### src/rtl/uart_tx_mmio_if.sv
// Processor-side bus for the memory-mapped UART transmitter.
// Carries the EX_MEM store/load strobes, the byte address, the store data and
// the combinational load data returned to MEM_WB.
interface uart_tx_mmio_if;
   logic        MemWrite;
   logic        MemRead;
   logic [31:0] Address;
   logic [31:0] WriteData;
   logic [31:0] ReadData;

   // Pipeline side: issues the strobes, consumes ReadData.
   modport master (
      output MemWrite,
      output MemRead,
      output Address,
      output WriteData,
      input  ReadData
   );

   // Peripheral side: decodes the strobes, drives ReadData.
   modport slave (
      input  MemWrite,
      input  MemRead,
      input  Address,
      input  WriteData,
      output ReadData
   );
endinterface

### src/rtl/uart_tx_mmio.sv
// Memory-mapped UART transmitter (8N1, LSB first, optional even parity).
//   DATA   at BASE_ADDR     : store pushes WriteData[7:0] into the TX FIFO.
//   STATUS at BASE_ADDR + 4 : load returns {par_en, 19'b0, count[7:0], overflow, empty, full, busy};
//                             store clears the sticky overflow flag.
// Build option: define UART_TX_PARITY_EN to insert an even-parity bit between
// the data bits and the stop bit (11-bit frame, STATUS bit 31 reads 1).
//
// Bus strobe semantics: there is no valid/ready pair on this bus. A store or
// load is a single-cycle strobe (MemWrite / MemRead) qualified by an exact
// 32-bit address match; the peripheral never stalls the pipeline. A store is
// acted on at the rising edge where it is high, a load is answered
// combinationally in the same cycle and has no side effects.
module uart_tx_mmio #(
   parameter logic [31:0] BASE_ADDR    = 32'h1001_0100,
   parameter int          CLKS_PER_BIT = 16,
   parameter int          FIFO_DEPTH   = 8
) (
   input  logic           clk,
   input  logic           reset,
   uart_tx_mmio_if.slave  bus,
   output logic           TxD,
   output logic           TxBusy,
   output logic [2:0]     dbg_state
);

   localparam int PW = (FIFO_DEPTH > 1) ? $clog2(FIFO_DEPTH) : 1;
   localparam int CW = PW + 1;
   localparam int TW = (CLKS_PER_BIT > 1) ? $clog2(CLKS_PER_BIT) : 1;

`ifdef UART_TX_PARITY_EN
   localparam logic PAR_FLAG = 1'b1;
`else
   localparam logic PAR_FLAG = 1'b0;
`endif

   // Encoding is fixed so the debug output means the same thing in both builds.
   typedef enum logic [2:0] {
      S_IDLE   = 3'd0,
      S_START  = 3'd1,
      S_DATA   = 3'd2,
      S_PARITY = 3'd3,
      S_STOP   = 3'd4
   } state_e;

   // ---------------------------------------------------------------
   // Address decode and bus strobes
   // ---------------------------------------------------------------
   logic sel_data;
   logic sel_stat;
   logic push_req;
   logic clr_ovf;

   assign sel_data = (bus.Address == BASE_ADDR);
   assign sel_stat = (bus.Address == (BASE_ADDR + 32'd4));
   assign push_req = bus.MemWrite & sel_data;
   assign clr_ovf  = bus.MemWrite & sel_stat;

   // Only the low byte of a DATA store is meaningful.
   logic unused_wdata;
   assign unused_wdata = ^bus.WriteData[31:8];

   // ---------------------------------------------------------------
   // TX FIFO storage and control
   // ---------------------------------------------------------------
   logic [7:0]    mem [FIFO_DEPTH];
   logic [PW-1:0] wr_ptr;
   logic [PW-1:0] rd_ptr;
   logic [CW-1:0] count;
   logic          overflow;
   logic          empty;
   logic          full;
   logic          push;
   logic          pop;
   logic [7:0]    head;

   // ---------------------------------------------------------------
   // Serialiser state
   // ---------------------------------------------------------------
   state_e        state;
   logic [TW-1:0] clk_cnt;
   logic [2:0]    bit_cnt;
   logic [7:0]    shreg;
   logic          txd;
   logic          bit_end;
   logic          busy;
`ifdef UART_TX_PARITY_EN
   logic          par_bit;
`endif

   assign empty   = (count == '0);
   assign full    = (count == CW'(FIFO_DEPTH));
   assign head    = mem[rd_ptr];
   assign bit_end = (clk_cnt == TW'(CLKS_PER_BIT - 1));

   // The serialiser takes the head byte either from IDLE or on the final
   // cycle of a stop bit, so back-to-back frames have no idle gap.
   assign pop  = !empty && ((state == S_IDLE) || ((state == S_STOP) && bit_end));

   // A store into a full FIFO still lands if the head leaves on the same edge.
   assign push = push_req && (!full || pop);

   assign busy = (state != S_IDLE) || !empty;

   // FIFO storage: written on accepted pushes; contents need no reset because
   // count/pointers define which entries are valid.
   always_ff @(posedge clk) begin
      if (push) begin
         mem[wr_ptr] <= bus.WriteData[7:0];
      end
   end

   // FIFO pointers and occupancy; pointers wrap naturally at the power-of-2 depth.
   always_ff @(posedge clk or posedge reset) begin
      if (reset) begin
         wr_ptr <= '0;
         rd_ptr <= '0;
         count  <= '0;
      end else begin
         if (push) begin
            wr_ptr <= wr_ptr + 1'b1;
         end
         if (pop) begin
            rd_ptr <= rd_ptr + 1'b1;
         end
         case ({push, pop})
            2'b10:   count <= count + 1'b1;
            2'b01:   count <= count - 1'b1;
            default: count <= count;
         endcase
      end
   end

   // Sticky overflow: set when a DATA store is dropped, cleared by any STATUS store.
   always_ff @(posedge clk or posedge reset) begin
      if (reset) begin
         overflow <= 1'b0;
      end else if (clr_ovf) begin
         overflow <= 1'b0;
      end else if (push_req && !push) begin
         overflow <= 1'b1;
      end
   end

   // Bit-timing FSM: TxD is registered here alongside the state so every
   // line transition lines up with the state change that causes it.
   always_ff @(posedge clk or posedge reset) begin
      if (reset) begin
         state   <= S_IDLE;
         clk_cnt <= '0;
         bit_cnt <= '0;
         shreg   <= '0;
         txd     <= 1'b1;
`ifdef UART_TX_PARITY_EN
         par_bit <= 1'b0;
`endif
      end else begin
         case (state)
            S_IDLE: begin
               txd     <= 1'b1;
               clk_cnt <= '0;
               bit_cnt <= '0;
               if (pop) begin
                  shreg <= head;
`ifdef UART_TX_PARITY_EN
                  par_bit <= ^head;
`endif
                  txd   <= 1'b0;
                  state <= S_START;
               end
            end

            S_START: begin
               if (bit_end) begin
                  clk_cnt <= '0;
                  txd     <= shreg[0];
                  state   <= S_DATA;
               end else begin
                  clk_cnt <= clk_cnt + 1'b1;
               end
            end

            S_DATA: begin
               if (bit_end) begin
                  clk_cnt <= '0;
                  if (bit_cnt == 3'd7) begin
                     bit_cnt <= '0;
`ifdef UART_TX_PARITY_EN
                     txd   <= par_bit;
                     state <= S_PARITY;
`else
                     txd   <= 1'b1;
                     state <= S_STOP;
`endif
                  end else begin
                     bit_cnt <= bit_cnt + 1'b1;
                     shreg   <= {1'b0, shreg[7:1]};
                     txd     <= shreg[1];
                  end
               end else begin
                  clk_cnt <= clk_cnt + 1'b1;
               end
            end

            S_PARITY: begin
               if (bit_end) begin
                  clk_cnt <= '0;
                  txd     <= 1'b1;
                  state   <= S_STOP;
               end else begin
                  clk_cnt <= clk_cnt + 1'b1;
               end
            end

            S_STOP: begin
               if (bit_end) begin
                  clk_cnt <= '0;
                  if (pop) begin
                     shreg <= head;
`ifdef UART_TX_PARITY_EN
                     par_bit <= ^head;
`endif
                     txd   <= 1'b0;
                     state <= S_START;
                  end else begin
                     txd   <= 1'b1;
                     state <= S_IDLE;
                  end
               end else begin
                  clk_cnt <= clk_cnt + 1'b1;
               end
            end

            default: begin
               clk_cnt <= '0;
               bit_cnt <= '0;
               txd     <= 1'b1;
               state   <= S_IDLE;
            end
         endcase
      end
   end

   // Load data: STATUS flags on a STATUS read, zero for DATA and unmapped reads.
   logic [7:0] cnt8;
   assign cnt8 = 8'(count);

   always_comb begin
      bus.ReadData = 32'h0;
      if (bus.MemRead && sel_stat) begin
         bus.ReadData = {PAR_FLAG, 19'b0, cnt8, overflow, empty, full, busy};
      end else if (bus.MemRead && sel_data) begin
         bus.ReadData = {24'b0, 8'h00};
      end
   end

   assign TxD       = txd;
   assign TxBusy    = busy;
   assign dbg_state = state;

endmodule
### src/flat_wrapper.sv
// flat-port wrapper written by rule: the top's interface ports become plain ports
module uart_tx_mmio_flat 
#(
   parameter logic [31:0] BASE_ADDR    = 32'h1001_0100,
   parameter int          CLKS_PER_BIT = 16,
   parameter int          FIFO_DEPTH   = 8
)
  (clk, reset, TxD, TxBusy, dbg_state, bus_MemWrite, bus_MemRead, bus_Address, bus_WriteData, bus_ReadData);
  uart_tx_mmio_if bus_i ();
  input  logic clk;
  input  logic reset;
  output logic TxD;
  output logic TxBusy;
  output logic [2:0] dbg_state;
  input wire logic [$bits(bus_i.MemWrite)-1:0] bus_MemWrite;
  input wire logic [$bits(bus_i.MemRead)-1:0] bus_MemRead;
  input wire logic [$bits(bus_i.Address)-1:0] bus_Address;
  input wire logic [$bits(bus_i.WriteData)-1:0] bus_WriteData;
  output wire logic [$bits(bus_i.ReadData)-1:0] bus_ReadData;
  assign bus_i.MemWrite = bus_MemWrite;
  assign bus_i.MemRead = bus_MemRead;
  assign bus_i.Address = bus_Address;
  assign bus_i.WriteData = bus_WriteData;
  assign bus_ReadData = bus_i.ReadData;
  uart_tx_mmio #(.BASE_ADDR(BASE_ADDR), .CLKS_PER_BIT(CLKS_PER_BIT), .FIFO_DEPTH(FIFO_DEPTH)) u_core (.clk(clk), .reset(reset), .bus(bus_i), .TxD(TxD), .TxBusy(TxBusy), .dbg_state(dbg_state));
endmodule
### config.mk
export PLATFORM = sky130hd
export DESIGN_NAME = uart_tx_mmio_flat
export DESIGN_NICKNAME = d
export VERILOG_FILES = /design/src/rtl/uart_tx_mmio_if.sv /design/src/rtl/uart_tx_mmio.sv /design/src/flat_wrapper.sv
export SDC_FILE = /design/constraint.sdc
export NUM_CORES = 1
export LEC_CHECK = 0
export CORE_UTILIZATION = 30
export DETAILED_ROUTE_END_ITERATION = 8
export REMOVE_ABC_BUFFERS = 1
export SKIP_CTS_REPAIR_TIMING = 1
export SLEW_MARGIN = 30
export SYNTH_ARGS = -nofsm -noshare
export SYNTH_HDL_FRONTEND = slang
export SYNTH_SLANG_ARGS = --single-unit
### constraint.sdc
create_clock -name clk -period 2.9 [get_ports clk]
set_input_delay 0.87 -clock clk [delete_from_list [all_inputs] [get_ports clk]]
set_output_delay 0.87 -clock clk [all_outputs]
set_load 0.02 [all_outputs]
# After elaboration in Yosys (flattened, before gate mapping)
# Memories as Yosys holds them, arrays and structs flattened.
# Index checks and enable logic that the tools add are counted.
# word_totals
reg_bits,30
ramBits,64
out_inout_bits,37
word_cells,91
memories,1
# memory_table
name,words,width,read_ports,rd_ports_with_merged_regs,wr,line_no,text
u_core.mem,8,8,1,0,1,uart_tx_mmio.sv:65,logic [7:0] mem [FIFO_DEPTH];
# classes
addsub,6
n_eq_ne,18
n_mux,31
n_bitwise,3
reduce_logical,23
# op_table
operator,count
"32-bit by 29-bit equality test with 1-bit output, second input constant",2
8-bit 2-to-1 mux,5
3-bit 2-to-1 mux,8
8-bit case mux with 3 select lines,1
3-bit case mux with 5 select lines,1
"2-bit by 1-bit inequality test with 1-bit output, second input constant",6
1-bit 2-to-1 mux,11
"3-bit by 1-bit adder with 3-bit output, second input constant",3
"4-bit by 1-bit adder with 4-bit output, second input constant",2
"4-bit equality test, second input constant",2
4-bit 2-to-1 mux,2
4-bit case mux with 2 select lines,1
4-bit AND reduction,2
"3-bit by 2-bit equality test with 1-bit output, second input constant",2
"3-bit equality test, second input constant",2
3-bit case mux with 2 select lines,1
6-bit AND reduction,1
3-bit nonzero test,2
1-bit logical AND,5
1-bit case mux with 5 select lines,1
4-bit zero test,1
2-bit nonzero test,2
4-bit OR reduction,1
"4-bit by 1-bit subtractor with 4-bit output, second input constant",1
11 further kinds,16

# Depth between registers and ports, before layout
# logic_depth
depth_word,10
depth_mapped,11
depth_no_buf,11

# Worst setup path before layout
# Ideal clock, no wire load.
# synth_timing
kind,in2reg
startpoint,input port bus_Address[11]
endpoint,memory u_core.mem[0][0] (enable)
setup_ns,0.395
arrival_ns,2.700
required_time_ns,2.505
setup_slack_ns,-0.195
path_stages,5
n_path_buf,0
cell_sequence,nor4b_1 nand4_1 nor3_2 nand2_1 nor4_1
# synth_via
elab_chain_len,5
# synth_rtl
element,line_no,text
from (decl),flat_wrapper.sv:17,input wire logic [$bits(bus_i.Address)-1:0] bus_Address;
32-bit by 29-bit equality test with 1-bit output,uart_tx_mmio.sv:53,assign sel_data = (bus.Address == BASE_ADDR);
1-bit bitwise AND,uart_tx_mmio.sv:55,assign push_req = bus.MemWrite & sel_data;
1-bit logical AND,uart_tx_mmio.sv:100,assign push = push_req && (!full || pop);
1-bit 2-to-1 mux,uart_tx_mmio.sv:107,if (push) begin
1-bit 2-to-1 mux (not written as such),uart_tx_mmio.sv:108,mem[wr_ptr] <= bus.WriteData[7:0];
to (decl),uart_tx_mmio.sv:65,
# Every way passes these cells.

# Final worst setup path
# layout_timing
startpoint,input port bus_Address[27]
endpoint,output port bus_ReadData[2]
# layout_via
elab_chain_len,3
# layout_rtl
element,line_no,text
32-bit by 29-bit equality test with 1-bit output,uart_tx_mmio.sv:54,assign sel_stat = (bus.Address == (BASE_ADDR + 32'd4));
1-bit logical AND,uart_tx_mmio.sv:249,if (bus.MemRead && sel_stat) begin
8-bit 2-to-1 mux,uart_tx_mmio.sv:249,
to (decl),flat_wrapper.sv:19,output wire logic [$bits(bus_i.ReadData)-1:0] bus_ReadData;
# Every way passes these cells.

==> flow_summary_export.csv <==
group,metric,value,unit
status,run_status,"finished, violations left",
status,failed_checks,"negative setup slack",
clock_network,root_buf_cell,"sky130_fd_sc_hd__clkbuf_16",
global_route,grt_antenna_before_repair,0,
critical_path,timing.critical_path.cells,"clkbuf_2 -> nor4_2 -> nand4_1 -> nor2_2 -> and3_4 -> and2_4 -> buf_6",
critical_path,critical_path.endpoint,"bus_ReadData[2]",
place,detailedPlacementHpwl,5830,um
sta,fmaxAchievable,0.333,GHz
critical_path,worstReg2RegStart,"u_core.clk_cnt[0]",
critical_path,max_stage_delay,0.28,ns
drt,wl_per_cell,15.1,um
global_route,globalRoute.totalOverflow,0,
die,effective_utilization_at_floorplan,0.311,
synthesis,instance_count_of_the_mapped_netlist,305,
place,number_of_cells_after_detailed_placement,555,
power,totalPowerFinal,2.62,mW
global_route,grt_pass1_wl,13600,um
drt,detailed_router_s_first_iteration_violation_count,147,
job,max-cap-violations,0,
drt,vias_per_cell,4.65,
die,die_w,123,um
sta,setup_repair_after_global_routing_missed_its_margin,"yes",
sta,timing.final.crit_period,3.01,ns
finish,num-nets-final,463,
finish,layout.cells.non_filler,572,
drt,drt_pass1_iterations,4,
clock_network,cts.sink_count,94,
drt,detail-route-antenna-nets,0,
drt,num_vias,2658,
critical_path,rr_endpoint,"u_core.count[3]",
clock_network,h-tree-depth,3,
power,peakVddDrop,0.251,mV
synthesis,synth-edff-count,64,
global_route,grt_usage,0.122,
synthesis,synth_area_leader_cell,"sky130_fd_sc_hd__edfxtp_1",
die,dieArea,15100,um2
critical_path,crit_required,2.03,ns
place,numPortBuffers,56,
die,die_height,123,um
sta,hold_viol,0,
critical_path,setup.worst_path.start,"bus_Address[27]",
critical_path,worst_r2r_path_depth,11,
critical_path,startpoint_type,"primary input",
drt,drt_drc_violations_left,0,
finish,post_route_cells_drive_above_1_share,0.291,
global_route,number_of_global_route_vias_before_repair,2733,
synthesis,yosysMostFrequentCell,"sky130_fd_sc_hd__edfxtp_1",
clock_network,path_clk_slew,0.06,ns
critical_path,criticalPathCategory,"primary input to output port",
sta,max_slew_margin,0.609,
synthesis,synth_sequential_area_ratio,0.609,
synthesis,synth-warning-count,0,
synthesis,post_synthesis_sequential_element_count,94,
clock_network,cts_made_buffers,9,
clock_network,clock_insertion_delay_worst_skew,0.34,ns
finish,area_growth,29.1,%
die,pin_count,105,
die,core-area,14100,um2
global_route,grt_max_degree,31,
critical_path,cp_num_cells,7,
clock_network,clock_tree.buffer_depth,2,
finish,antenna_cells_inserted,0,
critical_path,timing.critical_path.slowest_stage_cell,"sky130_fd_sc_hd__nor4_2",
sta,finalSetupViolations,8,
critical_path,timing.reg2reg.setup_slack,0.55,ns
power,static-leakage-power,2.27,nW
synthesis,synth.lib_cells_used.distinct,51,
critical_path,worstPathBufferInverterCount,2,
hold_path,tightest_hold_check_type,"register to register",
synthesis,synth.top_cells.by_count,"sky130_fd_sc_hd__edfxtp_1, sky130_fd_sc_hd__dfrtp_1, sky130_fd_sc_hd__buf_4, sky130_fd_sc_hd__nor2_1, sky130_fd_sc_hd__mux4_2",
synthesis,synthesis.area,4390,um2
synthesis,synth_top_cells_by_area,"sky130_fd_sc_hd__edfxtp_1, sky130_fd_sc_hd__dfrtp_1, sky130_fd_sc_hd__mux4_2",
critical_path,worst_path_dominant_cell_family,"simple AND/OR/NAND/NOR gates",
sta,worst-slew-pin-transition,0.586,ns
synthesis,synth_async_sr_flop_share,0.319,
drt,routed_wire_length,8610,um
sta,final_max_slew_viol_count,0,
critical_path,critical_path.endpoint_type,"output port",
sta,timing.clock.skew,0.00382,ns
place,place_congestion,0.778,
die,placementRows,43,
synthesis,synthesis.area_per_instance,14.4,um2
synthesis,post-synth-top-area-fraction,0.438,
power,power.density,463,nW/um2
sta,final_critical_path_setup_slack,-0.107,ns
sta,post-route-period-util,1.04,
critical_path,worst-endpoint-arrival,2.14,ns
critical_path,critical_path.max_fanout,4,
clock_network,tritoncts,"built",
synthesis,synth_flop_cell,"sky130_fd_sc_hd__edfxtp_1",
## placed cells by master, fill, tap and decap left out, drive strengths merged, types with 2 or more instances in the layout
cell type / instances
a21oi: 14
a22oi: 4
and2: 7
buf: 38
clkbuf: 21
clkdlybuf4s50: 16
clkinv: 3
clkinvlp: 2
conb: 24
dfrtp: 29
dlymetal6s2s: 18
edfxtp: 64
ha: 7
inv: 7
mux2: 11
mux2i: 10
mux4: 16
nand2: 11
nand2b: 6
nand3: 5
nand4: 2
nor2: 25
nor3: 7
nor4: 9
nor4b: 2
o21ai: 6
or2: 2
xnor2: 7
xor2: 3
## cells by family after synthesis
logic type	count (synthesis)	share of synthesized area
other cells	1	0.000854
buf+inv	41	0.0576
compound gates	32	0.0499
flops	94	0.609
simple gates	82	0.104
fa+ha+maj	8	0.0245
mux	37	0.134
xor+xnor	10	0.0200
## power breakdown
part / internal (mW) / leakage [nW] / switching, mW
Sequential: 1.44 / 0.957 / 0.00000000161
Combinational: 0.0464 / 1.18 / 0.0663
Clock: 0.583 / 0.131 / 0.491
## sequential cells by signal (all words and copies together) (netlist names)
signal / flops
u_core.mem: 64
u_core.shreg: 8
u_core.clk_cnt: 4
u_core.count: 4
u_core.bit_cnt: 3
u_core.dbg_state: 3
u_core.rd_ptr: 3
u_core.wr_ptr: 3
u_core.TxD: 1
u_core.overflow: 1
## per-layer routing
layer | up-vias | GRT usage | share of wire
met3 | 10 | 0.0318 | 0.030
met1 | 1329 | 0.153 | 0.45
met4 | 0 | 0.0351 | 0.011
met5 | - | 0 | 0
met2 | 57 | 0.207 | 0.51
li1 | 1262 | - | -
## worst min-delay path by stage
stage | start | end | slack [ns] | depth (start not counted)
3_3_place_gp | u_core.clk_cnt[0] | u_core.clk_cnt[0] | 0.45 | 1
6_report | u_core.clk_cnt[0] | u_core.clk_cnt[0] | 0.46 | 1
5_1_grt | u_core.clk_cnt[0] | u_core.clk_cnt[0] | 0.49 | 1
4_1_cts | u_core.clk_cnt[0] | u_core.clk_cnt[0] | 0.46 | 1
3_5_place_dp | u_core.clk_cnt[0] | u_core.clk_cnt[0] | 0.45 | 1
2_1_floorplan | u_core.clk_cnt[0] | u_core.clk_cnt[0] | 0.43 | 1
## worst register-to-register path: cells and delay by family (launching register included)
| kind | cells | cell delay (ns) |
|---|---|---|
| AO/OA/AOI/OAI | 3 | 0.79 |
| multiplexers | 1 | 0.07 |
| buffers and inverters | 1 | 0.09 |
| adder cells (fa/ha/maj) | 2 | 0.44 |
| XOR/XNOR | 1 | 0.13 |
| flip-flops | 1 | 0.37 |
| AND/OR/NAND/NOR | 3 | 0.35 |
## per-stage QoR
stage | utilization | TNS (ns) | cell area [um2] | hold slack (ns) | setup slack [ns]
after floorplan | - | -1.65 | 4240 | 0.432 | -0.195
after global placement | 0.371 | -17.72 | 5230 | 0.450 | -0.916
after detailed placement | 0.371 | -22.06 | 5230 | 0.451 | -0.987
after CTS | 0.390 | -8.12 | 5500 | 0.461 | -0.989
after global routing | 0.402 | -1.46 | 5670 | 0.488 | -0.203
final | 0.402 | -0.539 | 5670 | 0.458 | -0.107
## area by class of cell
type                            count  area [um2]
Inverter                            5        18.8
Fill cell                        1310        8430
Sequential cell                    94        2670
Tap cell                          180         225
Clock buffer                        9         225
Clock inverter                      7        48.8
Multi-Input combinational cell    193        1710
Timing Repair Buffer               84         768
No activity file was read; power rests on OpenSTA's default activity.
